<file path="src/rtl/forwarding_hazard_detect_unit_pkg.sv">
// forwarding_hazard_detect_unit_pkg: shared types, constants and the operand match helper
// Contents:
//   REG_ADDR_W_DEF - default register-index width
//   CNT_W_DEF      - default stall-counter width
//   FWD_OP1_BIT    - enable bit for operand 1 (rs1)
//   FWD_OP2_BIT    - enable bit for operand 2 (rs2)
//   track_entry_t  - {valid, rd, reg_write, mem_read} of one in-flight instruction
//   src_match      - does a tracked producer feed a source operand of the ID instruction
package forwarding_hazard_detect_unit_pkg;

    localparam int REG_ADDR_W_DEF = 5;
    localparam int CNT_W_DEF      = 16;
    localparam int FWD_OP1_BIT    = 0;
    localparam int FWD_OP2_BIT    = 1;

    typedef struct packed {
        logic                      valid;
        logic [REG_ADDR_W_DEF-1:0] rd;
        logic                      reg_write;
        logic                      mem_read;
    } track_entry_t;

    // x0 is hard-wired zero, so a producer targeting it never forwards.
    function automatic logic src_match(
        input track_entry_t              e,
        input logic [REG_ADDR_W_DEF-1:0] rs,
        input logic                      used,
        input logic                      id_valid
    );
        return e.valid && e.reg_write && (e.rd != '0) && (e.rd == rs) && used && id_valid;
    endfunction

endpackage

</file>
<file path="src/rtl/forwarding_hazard_detect_unit_if.sv">
// forwarding_hazard_detect_unit_if: decode-side bundle between ID and the forwarding/hazard unit
// Signals:
//   id_valid, id_rs1, id_rs2, id_rs1_used, id_rs2_used, id_rd,
//   id_reg_write, id_mem_read - instruction currently in ID
//   flush                     - ID instruction squashed by a taken branch/jump
//   ex_busy                   - multi-cycle MUL/DIV in EX, pipeline frozen
//   mem_forward_en            - per-operand select of MEM_RD_DATA (bit0 op1, bit1 op2)
//   wb_forward_en             - per-operand select of WB_RD_DATA  (bit0 op1, bit1 op2)
//   hazard_stall              - load-use stall request
//   stall_count               - saturating number of load-use stalls taken
// Modports:
//   master - decode/pipeline control side
//   slave  - the forwarding/hazard unit
interface forwarding_hazard_detect_unit_if #(
    parameter int REG_ADDR_W = 5,
    parameter int CNT_W      = 16
);

    logic                  id_valid;
    logic [REG_ADDR_W-1:0] id_rs1;
    logic [REG_ADDR_W-1:0] id_rs2;
    logic                  id_rs1_used;
    logic                  id_rs2_used;
    logic [REG_ADDR_W-1:0] id_rd;
    logic                  id_reg_write;
    logic                  id_mem_read;
    logic                  flush;
    logic                  ex_busy;
    logic [1:0]            mem_forward_en;
    logic [1:0]            wb_forward_en;
    logic                  hazard_stall;
    logic [CNT_W-1:0]      stall_count;

    modport master (
        output id_valid, id_rs1, id_rs2, id_rs1_used, id_rs2_used,
               id_rd, id_reg_write, id_mem_read, flush, ex_busy,
        input  mem_forward_en, wb_forward_en, hazard_stall, stall_count
    );

    modport slave (
        input  id_valid, id_rs1, id_rs2, id_rs1_used, id_rs2_used,
               id_rd, id_reg_write, id_mem_read, flush, ex_busy,
        output mem_forward_en, wb_forward_en, hazard_stall, stall_count
    );

endinterface

</file>
<file path="src/rtl/forwarding_hazard_detect_unit_hazard_track_entry.sv">
// hazard_track_entry: one pipeline tracking register for an in-flight instruction
// Ports:
//   clk     - pipeline clock, rising edge
//   reset_n - asynchronous active-low reset, clears the entry
//   hold    - keep the current contents (frozen pipeline)
//   bubble  - load an invalid, all-zero entry instead of d
//   d       - entry to load on an advancing edge
//   q       - current entry
module hazard_track_entry
    import forwarding_hazard_detect_unit_pkg::*;
(
    input  logic         clk,
    input  logic         reset_n,
    input  logic         hold,
    input  logic         bubble,
    input  track_entry_t d,
    output track_entry_t q
);

    always_ff @(posedge clk or negedge reset_n) begin
        if (!reset_n)
            q <= '0;
        else if (!hold)
            q <= bubble ? '0 : d;
    end

endmodule

</file>
<file path="src/rtl/forwarding_hazard_detect_unit.sv">
// forwarding_hazard_detect_unit: EX/MEM destination tracking, MEM/WB forward enables and load-use stall
// Ports:
//   clk     - pipeline clock, rising edge
//   reset_n - asynchronous active-low reset
//   bus     - slave side of forwarding_hazard_detect_unit_if (ID instruction, flush,
//             ex_busy in; forward enables, hazard_stall, stall_count out)
module forwarding_hazard_detect_unit
    import forwarding_hazard_detect_unit_pkg::*;
#(
    parameter int REG_ADDR_W = REG_ADDR_W_DEF,
    parameter int CNT_W      = CNT_W_DEF
) (
    input  logic                          clk,
    input  logic                          reset_n,
    forwarding_hazard_detect_unit_if.slave bus
);

    track_entry_t     id_entry;
    track_entry_t     ex_t;
    track_entry_t     mem_t;
    logic             ex_match1;
    logic             ex_match2;
    logic             mem_match1;
    logic             mem_match2;
    logic             hazard;
    logic             bubble;
    logic [1:0]       mem_fwd;
    logic [1:0]       wb_fwd;
    logic [CNT_W-1:0] stall_cnt;

    assign id_entry = '{
        valid:     bus.id_valid,
        rd:        bus.id_rd,
        reg_write: bus.id_reg_write,
        mem_read:  bus.id_mem_read
    };

    assign ex_match1  = src_match(ex_t,  bus.id_rs1, bus.id_rs1_used, bus.id_valid);
    assign ex_match2  = src_match(ex_t,  bus.id_rs2, bus.id_rs2_used, bus.id_valid);
    assign mem_match1 = src_match(mem_t, bus.id_rs1, bus.id_rs1_used, bus.id_valid);
    assign mem_match2 = src_match(mem_t, bus.id_rs2, bus.id_rs2_used, bus.id_valid);

    // A load in EX cannot forward yet: its data only exists after MEM.
    assign hazard = ex_t.mem_read && (ex_match1 || ex_match2);

    // Nothing real enters EX when stalled, squashed or when ID is empty.
    assign bubble = hazard || bus.flush || !bus.id_valid;

    hazard_track_entry u_ex_entry (
        .clk     (clk),
        .reset_n (reset_n),
        .hold    (bus.ex_busy),
        .bubble  (bubble),
        .d       (id_entry),
        .q       (ex_t)
    );

    // MEM always takes whatever EX held, bubbles included.
    hazard_track_entry u_mem_entry (
        .clk     (clk),
        .reset_n (reset_n),
        .hold    (bus.ex_busy),
        .bubble  (1'b0),
        .d       (ex_t),
        .q       (mem_t)
    );

    // Enables are registered so they line up with the instruction's EX cycle.
    // MEM and WB bits are independent; the consumer prefers MEM (newest value).
    always_ff @(posedge clk or negedge reset_n) begin
        if (!reset_n) begin
            mem_fwd   <= '0;
            wb_fwd    <= '0;
            stall_cnt <= '0;
        end else if (!bus.ex_busy) begin
            mem_fwd[FWD_OP1_BIT] <= !bubble && ex_match1;
            mem_fwd[FWD_OP2_BIT] <= !bubble && ex_match2;
            wb_fwd[FWD_OP1_BIT]  <= !bubble && mem_match1;
            wb_fwd[FWD_OP2_BIT]  <= !bubble && mem_match2;
            // A flush discards the stalled instruction, so that stall is not counted.
            if (hazard && !bus.flush && stall_cnt != '1)
                stall_cnt <= stall_cnt + CNT_W'(1);
        end
    end

    assign bus.mem_forward_en = mem_fwd;
    assign bus.wb_forward_en  = wb_fwd;
    assign bus.hazard_stall   = hazard;
    assign bus.stall_count    = stall_cnt;

endmodule

</file>
<file path="src/flat_wrapper.sv">
// flat-port wrapper written by rule: the top's interface ports become plain ports
module forwarding_hazard_detect_unit_flat import forwarding_hazard_detect_unit_pkg::*;
#(
    parameter int REG_ADDR_W = REG_ADDR_W_DEF,
    parameter int CNT_W      = CNT_W_DEF
)
  (clk, reset_n, bus_id_valid, bus_id_rs1, bus_id_rs2, bus_id_rs1_used, bus_id_rs2_used, bus_id_rd, bus_id_reg_write, bus_id_mem_read, bus_flush, bus_ex_busy, bus_mem_forward_en, bus_wb_forward_en, bus_hazard_stall, bus_stall_count);
  forwarding_hazard_detect_unit_if #(.REG_ADDR_W(REG_ADDR_W), .CNT_W(CNT_W)) bus_i ();
  input  logic clk;
  input  logic reset_n;
  input wire logic [$bits(bus_i.id_valid)-1:0] bus_id_valid;
  input wire logic [$bits(bus_i.id_rs1)-1:0] bus_id_rs1;
  input wire logic [$bits(bus_i.id_rs2)-1:0] bus_id_rs2;
  input wire logic [$bits(bus_i.id_rs1_used)-1:0] bus_id_rs1_used;
  input wire logic [$bits(bus_i.id_rs2_used)-1:0] bus_id_rs2_used;
  input wire logic [$bits(bus_i.id_rd)-1:0] bus_id_rd;
  input wire logic [$bits(bus_i.id_reg_write)-1:0] bus_id_reg_write;
  input wire logic [$bits(bus_i.id_mem_read)-1:0] bus_id_mem_read;
  input wire logic [$bits(bus_i.flush)-1:0] bus_flush;
  input wire logic [$bits(bus_i.ex_busy)-1:0] bus_ex_busy;
  output wire logic [$bits(bus_i.mem_forward_en)-1:0] bus_mem_forward_en;
  output wire logic [$bits(bus_i.wb_forward_en)-1:0] bus_wb_forward_en;
  output wire logic [$bits(bus_i.hazard_stall)-1:0] bus_hazard_stall;
  output wire logic [$bits(bus_i.stall_count)-1:0] bus_stall_count;
  assign bus_i.id_valid = bus_id_valid;
  assign bus_i.id_rs1 = bus_id_rs1;
  assign bus_i.id_rs2 = bus_id_rs2;
  assign bus_i.id_rs1_used = bus_id_rs1_used;
  assign bus_i.id_rs2_used = bus_id_rs2_used;
  assign bus_i.id_rd = bus_id_rd;
  assign bus_i.id_reg_write = bus_id_reg_write;
  assign bus_i.id_mem_read = bus_id_mem_read;
  assign bus_i.flush = bus_flush;
  assign bus_i.ex_busy = bus_ex_busy;
  assign bus_mem_forward_en = bus_i.mem_forward_en;
  assign bus_wb_forward_en = bus_i.wb_forward_en;
  assign bus_hazard_stall = bus_i.hazard_stall;
  assign bus_stall_count = bus_i.stall_count;
  forwarding_hazard_detect_unit #(.REG_ADDR_W(REG_ADDR_W), .CNT_W(CNT_W)) u_core (.clk(clk), .reset_n(reset_n), .bus(bus_i));
endmodule
</file>
<file path="config.mk">
export PLATFORM = sky130hd
export DESIGN_NAME = forwarding_hazard_detect_unit_flat
export DESIGN_NICKNAME = d
export VERILOG_FILES = /design/src/rtl/forwarding_hazard_detect_unit_pkg.sv /design/src/rtl/forwarding_hazard_detect_unit_if.sv /design/src/rtl/forwarding_hazard_detect_unit_hazard_track_entry.sv /design/src/rtl/forwarding_hazard_detect_unit.sv /design/src/flat_wrapper.sv
export SDC_FILE = /design/constraint.sdc
export NUM_CORES = 1
export LEC_CHECK = 0
export BUFFER_PORTS_ARGS = -buffer_cell sky130_fd_sc_hd__buf_2
export CORE_ASPECT_RATIO = 1.5
export CORE_UTILIZATION = 56
export DETAILED_ROUTE_END_ITERATION = 16
export HOLD_SLACK_MARGIN = 0.02
export PLACE_DENSITY = 0.9
export SLEW_MARGIN = 10
export SYNTH_ARGS = -nofsm -noshare
export SYNTH_HDL_FRONTEND = slang
export SYNTH_SLANG_ARGS = --single-unit
</file>
<file path="constraint.sdc">
create_clock -name clk -period 5.91 [get_ports clk]
set_input_delay 0.2955 -clock clk [delete_from_list [all_inputs] [get_ports clk]]
set_output_delay 0.2955 -clock clk [all_outputs]
set_load 0.02 [all_outputs]
</file>
==> impl_results.md, run 1 <==
- Remaining global-route overflow: 0
- Root buf cell: clkbuf_8
- Post-synthesis async set-or-reset flop share: 100.0%
- Final hold violations: 0
- Mapped Cells: 152
- Vias in the first global route: 1381
- Max Cap Viol: 0
- VDD IR max: 0.1686 mV
- CTS sink cnt: 35
- Place WS: 3.555 ns
- Setup violators final: 0
- Slowest CP cell: a211oi_4
- Die Span Y: 70.57 um
- Worst Hold Class: input port to asynchronous set/reset pin
- Die Width: 47.72 um
- CP peak stage delay: 0.52 ns
- Commonest non-fill, non-tap cell in the layout: buf_2
- Req. time, crit path: 6.13 ns
- Routed vias/inst: 5.756
- Crit Path Category: register to register
- Residual DRC: 0
- Setup crit start kind: register
- RSZ-0062 raised after global routing: no
- Setup TNS: 0 ns
- Routed WL: 3725 um
- Distinct cells, synth: 35
- Row count: 24
- Fin cells: 238
- Initial antenna violation count: 0
- Crit path max fanout: 16
- Number of synthesized flops with an enable pin: 0
- Number of port buffers: 44
- R2r setup slk: 3.53 ns
- Slew Viols, Final: 0
- Ys Warns: 0
- Slew headroom: 50.45%
- First-pass GRT wire length: 6044 um
- Crit-path cells: ha_1 > and3_1 > and3_2 > a41o_1 > a211oi_4 > and4_1 > xor2_1
- Detail Placement HPWL: 2782 um
- DR vias: 1370
- Core area: 0.002943 mm2
- Area delta synth->final: 18.39%
- GRT Overall Usage: 24.98%
- Fmax: 419.5 MHz
- Antenna diodes: 0
- Util after Layout: 70.62%
- DIE AREA: 0.003367 mm2
- CP endpoint kind: register
- Post-CTS Setup Bufs: 0
- First DRT Iteration DRCs: 36
- Register area share after synthesis: 49.89%
- Seq cells post-synth: 35
- Syn nets: 177
- Final period util: 40.34%
- Clock-pin slew on the worst setup and hold paths: 0.07 ns
- # resized after CTS: 0
- Synthesized cell area: 0.001755 mm2
- Pre-Repair DR Iteration Count: 4
- Ports: 45
- PD cells: 223.7 mW/mm2
- Placed cell count: 230
- Avg Cell Area, Syn: 11.55 um2
- Worst-Skew Late Latency: 0.29 ns
- Largest net degree at the start of global routing: 36
- Hold slack: 0.06240 ns
- Status: finished clean
- CTS tree: done
- Min cycle time layout: 2.384 ns
- Initial Util: 59.65%
- Worst Setup Slack, final: 3.526 ns
- Least-Margin Pin Slew: 0.7433 ns
- Main synth FF type: dfrtp_1
- Num CTS Buffers: 5
- Ratio of cells with drive above 1 in the final layout: 33.67%
- Htree depth: 2
- Antenna Nets Post-Route: 0
- Fin Clk Skew: 0.007905 ns
- Filler cells: 227
- Worst EP arrival: 2.60 ns
- RD Place Congestion: 0.8263
- Clock buffer depth: 2
- Cts hold-fix bufs: 0
- Wire per inst: 15.65 um
- Most frequent cells in the layout: 44 x buf_2, 35 x dfrtp_1, 18 x xor2_1
- Nets: 223
- Static Leak: 0.001092 uW
==> cell usage after synthesis (2+ instances only) <==
master | number | area (um2)
a22o_1 | 7 | 61.31
and3_1 | 8 | 50.05
and4_1 | 2 | 17.52
buf_1 | 2 | 7.510
dfrtp_1 | 35 | 875.8
inv_1 | 3 | 11.26
mux2_2 | 8 | 90.09
nand2_1 | 9 | 33.78
nand3_1 | 8 | 40.04
nand4_1 | 5 | 31.28
nor2_1 | 5 | 18.77
nor4_1 | 3 | 18.77
o31ai_1 | 2 | 15.01
xnor2_1 | 17 | 148.9
xor2_1 | 18 | 157.7
==> path summary, 6_finish.rpt <==
check	from	cells past startpoint	to
hold reg to reg	u_core.bus.stall_count[9]	1	u_core.bus.stall_count[9]
max in group asynchronous	reset_n	1	u_core.u_ex_entry.q[6]
hold / removal	reset_n	1	u_core.bus.stall_count[5]
setup / recovery	u_core.bus.stall_count[0]	7	u_core.bus.stall_count[14]
setup reg to reg	u_core.bus.stall_count[0]	7	u_core.bus.stall_count[14]
min in group clk	bus_id_reg_write	2	u_core.u_ex_entry.q[1]
==> routing by layer <==
layer	GRT usage (%)	part of all wire [%]	vias to the layer above
met5	0	0	-
met4	10.80	2.1	0
met3	6.633	5.0	10
met2	39.94	54	54
met1	30.46	39	675
li1	-	-	631
==> stage by stage <==
step,power (uW),instance area (um2)
finish,465.0,2078
global route,483.2,2078
CTS,468.9,2078
detailed placement,304.8,1997
global placement,301.5,1997
floorplan,283.7,1755
==> flip-flops by register name, indices dropped and copies added (netlist names) <==
register                   cells
u_core.bus.stall_count        16
u_core.u_mem_entry.q           7
u_core.bus.mem_forward_en      2
u_core.bus.wb_forward_en       2
u_core.u_ex_entry.q            8
==> final cells by class <==
cell class	count	area (um2)	share of cell area (%)
Tap cell	39	48.80	2.348
Sequential cell	35	875.8	42.14
Clock buffer	7	76.32	3.672
Multi-Input combinational cell	109	840.8	40.46
Inverter	3	11.26	0.5418
Timing Repair Buffer	44	220.2	10.60
Clock inverter	1	5.005	0.2408
==> kinds of logic after synthesis <==
group           count (synthesis)  synth area share (%)
simple gates                   48                 15.61
xor+xnor                       35                 17.46
flops                          35                 49.89
compound gates                 17                 8.981
buf+inv                         8                 2.209
mux                             8                 5.132
fa+ha+maj                       1                0.7126
==> worst max-delay path, delay by kind of cell, from the launching register on <==
family | cells | cell delay [ns]
AOI/OAI and AO/OA | 2 | 0.78
and+or+nand+nor | 3 | 0.73
DFF | 1 | 0.43
adders and majority gates | 1 | 0.23
xor gates and xnor gates | 1 | 0.15
==> where the power goes <==
part | internal (uW) | leakage, uW | switching (uW) | total (uW)
sequential | 247 | 0.000481 | 8.78 | 255
combinational | 21.7 | 0.000569 | 23.3 | 45.0
clock | 82.5 | 0.0000422 | 82.1 | 165
(Power assumes the default switching activity.)
==> run 2, diff against run 1 <==
--- a/config.mk
+++ b/config.mk
@@ -7,10 +7,10 @@
 export LEC_CHECK = 0
 export BUFFER_PORTS_ARGS = -buffer_cell sky130_fd_sc_hd__buf_2
 export CORE_ASPECT_RATIO = 1.5
-export CORE_UTILIZATION = 56
+export CORE_UTILIZATION = 47
 export DETAILED_ROUTE_END_ITERATION = 16
 export HOLD_SLACK_MARGIN = 0.02
-export PLACE_DENSITY = 0.9
+export PLACE_DENSITY = 0.81
 export SLEW_MARGIN = 10
 export SYNTH_ARGS = -nofsm -noshare
 export SYNTH_HDL_FRONTEND = slang
==> constraint.sdc (replaced) <==
create_clock -name clk -period 2 [get_ports clk]
set_input_delay 0.1 -clock clk [delete_from_list [all_inputs] [get_ports clk]]
set_output_delay 0.1 -clock clk [all_outputs]
set_load 0.02 [all_outputs]
==> run 2 against run 1 <==
Net effect: highest routed layer unchanged; register-to-register slack got worse by 3.6 ns; total power grew to 3.6 times the previous value; via count grew 10%; utilization is 1.5 points higher; largest power group is now the clock network; wire length up 21%; final cell count rose by 15%; worst hold slack worse by 0.041 ns; non-clock buffer count is 32 higher; clock skew fell by 0.0054 ns; the flow now finishes with violations (setup timing); sequential share of layout area down 7.0 points.
==> impl_results.md, run 2 (synthesized netlist as in run 1, its figures left out) <==
- Num CTS Buffers: 5
- Area delta synth->final: 42.98%
- Fmax: 472.7 MHz
- Setup crit start kind: register
- Die Width: 51.90 um
- Worst path most repeated cell: buf_4
- Worst Hold Class: input port to register
- Htree depth: 2
- Cell family contributing the most delay on the critical path: simple AND/OR/NAND/NOR gates
- Antenna Nets Post-Route: 0
- Remaining global-route overflow: 0
- Slew Viols, Final: 0
- Clock-pin slew on the worst setup and hold paths: 0.07 ns
- Final period util: 105.8%
- Min cycle time layout: 2.116 ns
- Req. time, crit path: 1.90 ns
- RSZ-0062 raised after global routing: yes
- CP peak stage delay: 0.54 ns
- First-pass GRT wire length: 7251 um
- First DRT Iteration DRCs: 29
- Crit path max fanout: 3
- Slew headroom: 47.31%
- Max Cap Viol: 0
- Crit-path cells: buf_4 > or4_4 > o211ai_4 > a21oi_4 > buf_4 > buf_4
- Worst EP arrival: 2.02 ns
- Vias in the first global route: 1585
- Fin Clk Skew: 0.002511 ns
- Switching portion of total power: 22.14%
- Ratio of cells with drive above 1 in the final layout: 50.65%
- Slowest CP cell: or4_4
- DR vias: 1510
- Row count: 26
- Number of port buffers: 44
- Worst-Skew Late Latency: 0.29 ns
- P_int: 1308 uW
- Max reg flops: 16
- Reg power frac: 45.0%
- Switch Pwr: 371.9 uW
- Crit path buf inv count: 3
- Multi-input logic area: 948.4 um2
- Static Leak: 0.001283 uW
- Combinational power share: 9.7%
- Wire per inst: 16.49 um
- Most frequent cells in the layout: 44 x buf_2, 31 x dfrtp_1, 25 x buf_4
- Final hold violations: 0
- Ports: 45
- Clock buffer depth: 2
- Nets: 255
- VDD IR max: 0.7414 mV
- Least-Margin Pin Slew: 0.7904 ns
- Fin cells: 273
- Die Span Y: 76.85 um
- CP endpoint kind: primary output
- Antenna diodes: 0
- Core area: 0.003481 mm2
- Setup violators final: 16
- GRT Overall Usage: 25.14%
- FF/Latch Area: 880.8 um2
- Largest net degree at the start of global routing: 36
- Routed vias/inst: 5.531
- Detail Placement HPWL: 3163 um
- Placed cell count: 256
- Crit Path Category: register to primary output
- Root buf cell: clkbuf_8
- Routed WL: 4502 um
- Pre-Repair DR Iteration Count: 4
- Worst Setup Slack, final: -0.1156 ns
- Violated checks: setup timing
- Initial Util: 50.43%
- Status: finished with violations
- PD cells: 669.3 mW/mm2
- Initial antenna violation count: 0
- RD Place Congestion: 0.9201
- Residual DRC: 0
- DIE AREA: 0.003989 mm2
- CTS tree: done
- CTS sink cnt: 35
- Commonest non-fill, non-tap cell in the layout: buf_2
- Setup TNS: -0.7311 ns
- Clock share of power: 45.3%
- Filler cells: 239
==> run 2: changes by cell type in the layout (fill, tap and decap cells not counted), sizes merged <==
cell / previous run / this run
dlygate4sd3: 0 / 2
clkinv: 1 / 0
clkbuf: 7 / 6
bufinv: 0 / 2
buf: 44 / 74
==> run 2: layout make-up <==
type	count	share of cell area, %
multi-input combinational	109	37.79
sequential	35	35.09
timing repair buffer	76	19.29
tap	42	2.094
inverter	3	0.4487
clock inverter	2	2.393
clock buffer	6	2.891
==> run 2: worst paths after layout <==
check | endpoint | start | slack [ns] | cells past startpoint
worst min-delay path | u_core.u_ex_entry.q[1] | bus_id_reg_write | 0.02 | 2
worst max register to register | u_core.bus.stall_count[1] | u_core.u_ex_entry.q[5] | -0.08 | 7
worst max-delay path | bus_hazard_stall | u_core.u_ex_entry.q[5] | -0.12 | 6
worst min register to register | u_core.bus.stall_count[12] | u_core.bus.stall_count[12] | 0.50 | 1
min in group asynchronous | u_core.bus.stall_count[5] | reset_n | 0.42 | 2
max in group asynchronous | u_core.u_ex_entry.q[6] | reset_n | 1.03 | 2
==> run 2: metal layers <==
layer  up-vias  track usage [%]  routed length, um
met2        53            46.28               2576
met5         -                0                  0
met4         0            9.189                105
li1        695                -                  -
met3        15            6.151                177
met1       747            25.96               1643
==> run 2: power groups by stage <==
stage                     logic, uW  registers [uW]  clock network [uW]
after floorplan                79.7             759                   0
after global placement          138             764                   0
after detailed placement        144             766                   0
after CTS                       158             754                 771
after global routing            178             757                 801
final                           163             755                 762
==> run 2: through the flow <==
stage,instance area [um2],worst slack (ns),hold WS [ns],power [uW],utilization (%)
4_1_cts,2476,-0.1174,0.02159,1682,71.14
3_5_place_dp,2225,-0.05606,0.2242,910.0,63.91
6_report,2510,-0.1156,0.02185,1680,72.11
5_1_grt,2510,-0.1787,0.02562,1736,72.11
2_1_floorplan,1807,-0.07655,-0.1956,838.3,-
3_3_place_gp,2225,-0.01959,0.2069,902.3,63.91
==> run 2: timing repair <==
item,in CTS,in global routing
setup endpoints to repair,9,26
gates resized for setup,13,6
cloned,1,0
buffers inserted,5,1
hold buffers,2,0
hold endpoints to repair,36,0
pin swaps,10,4
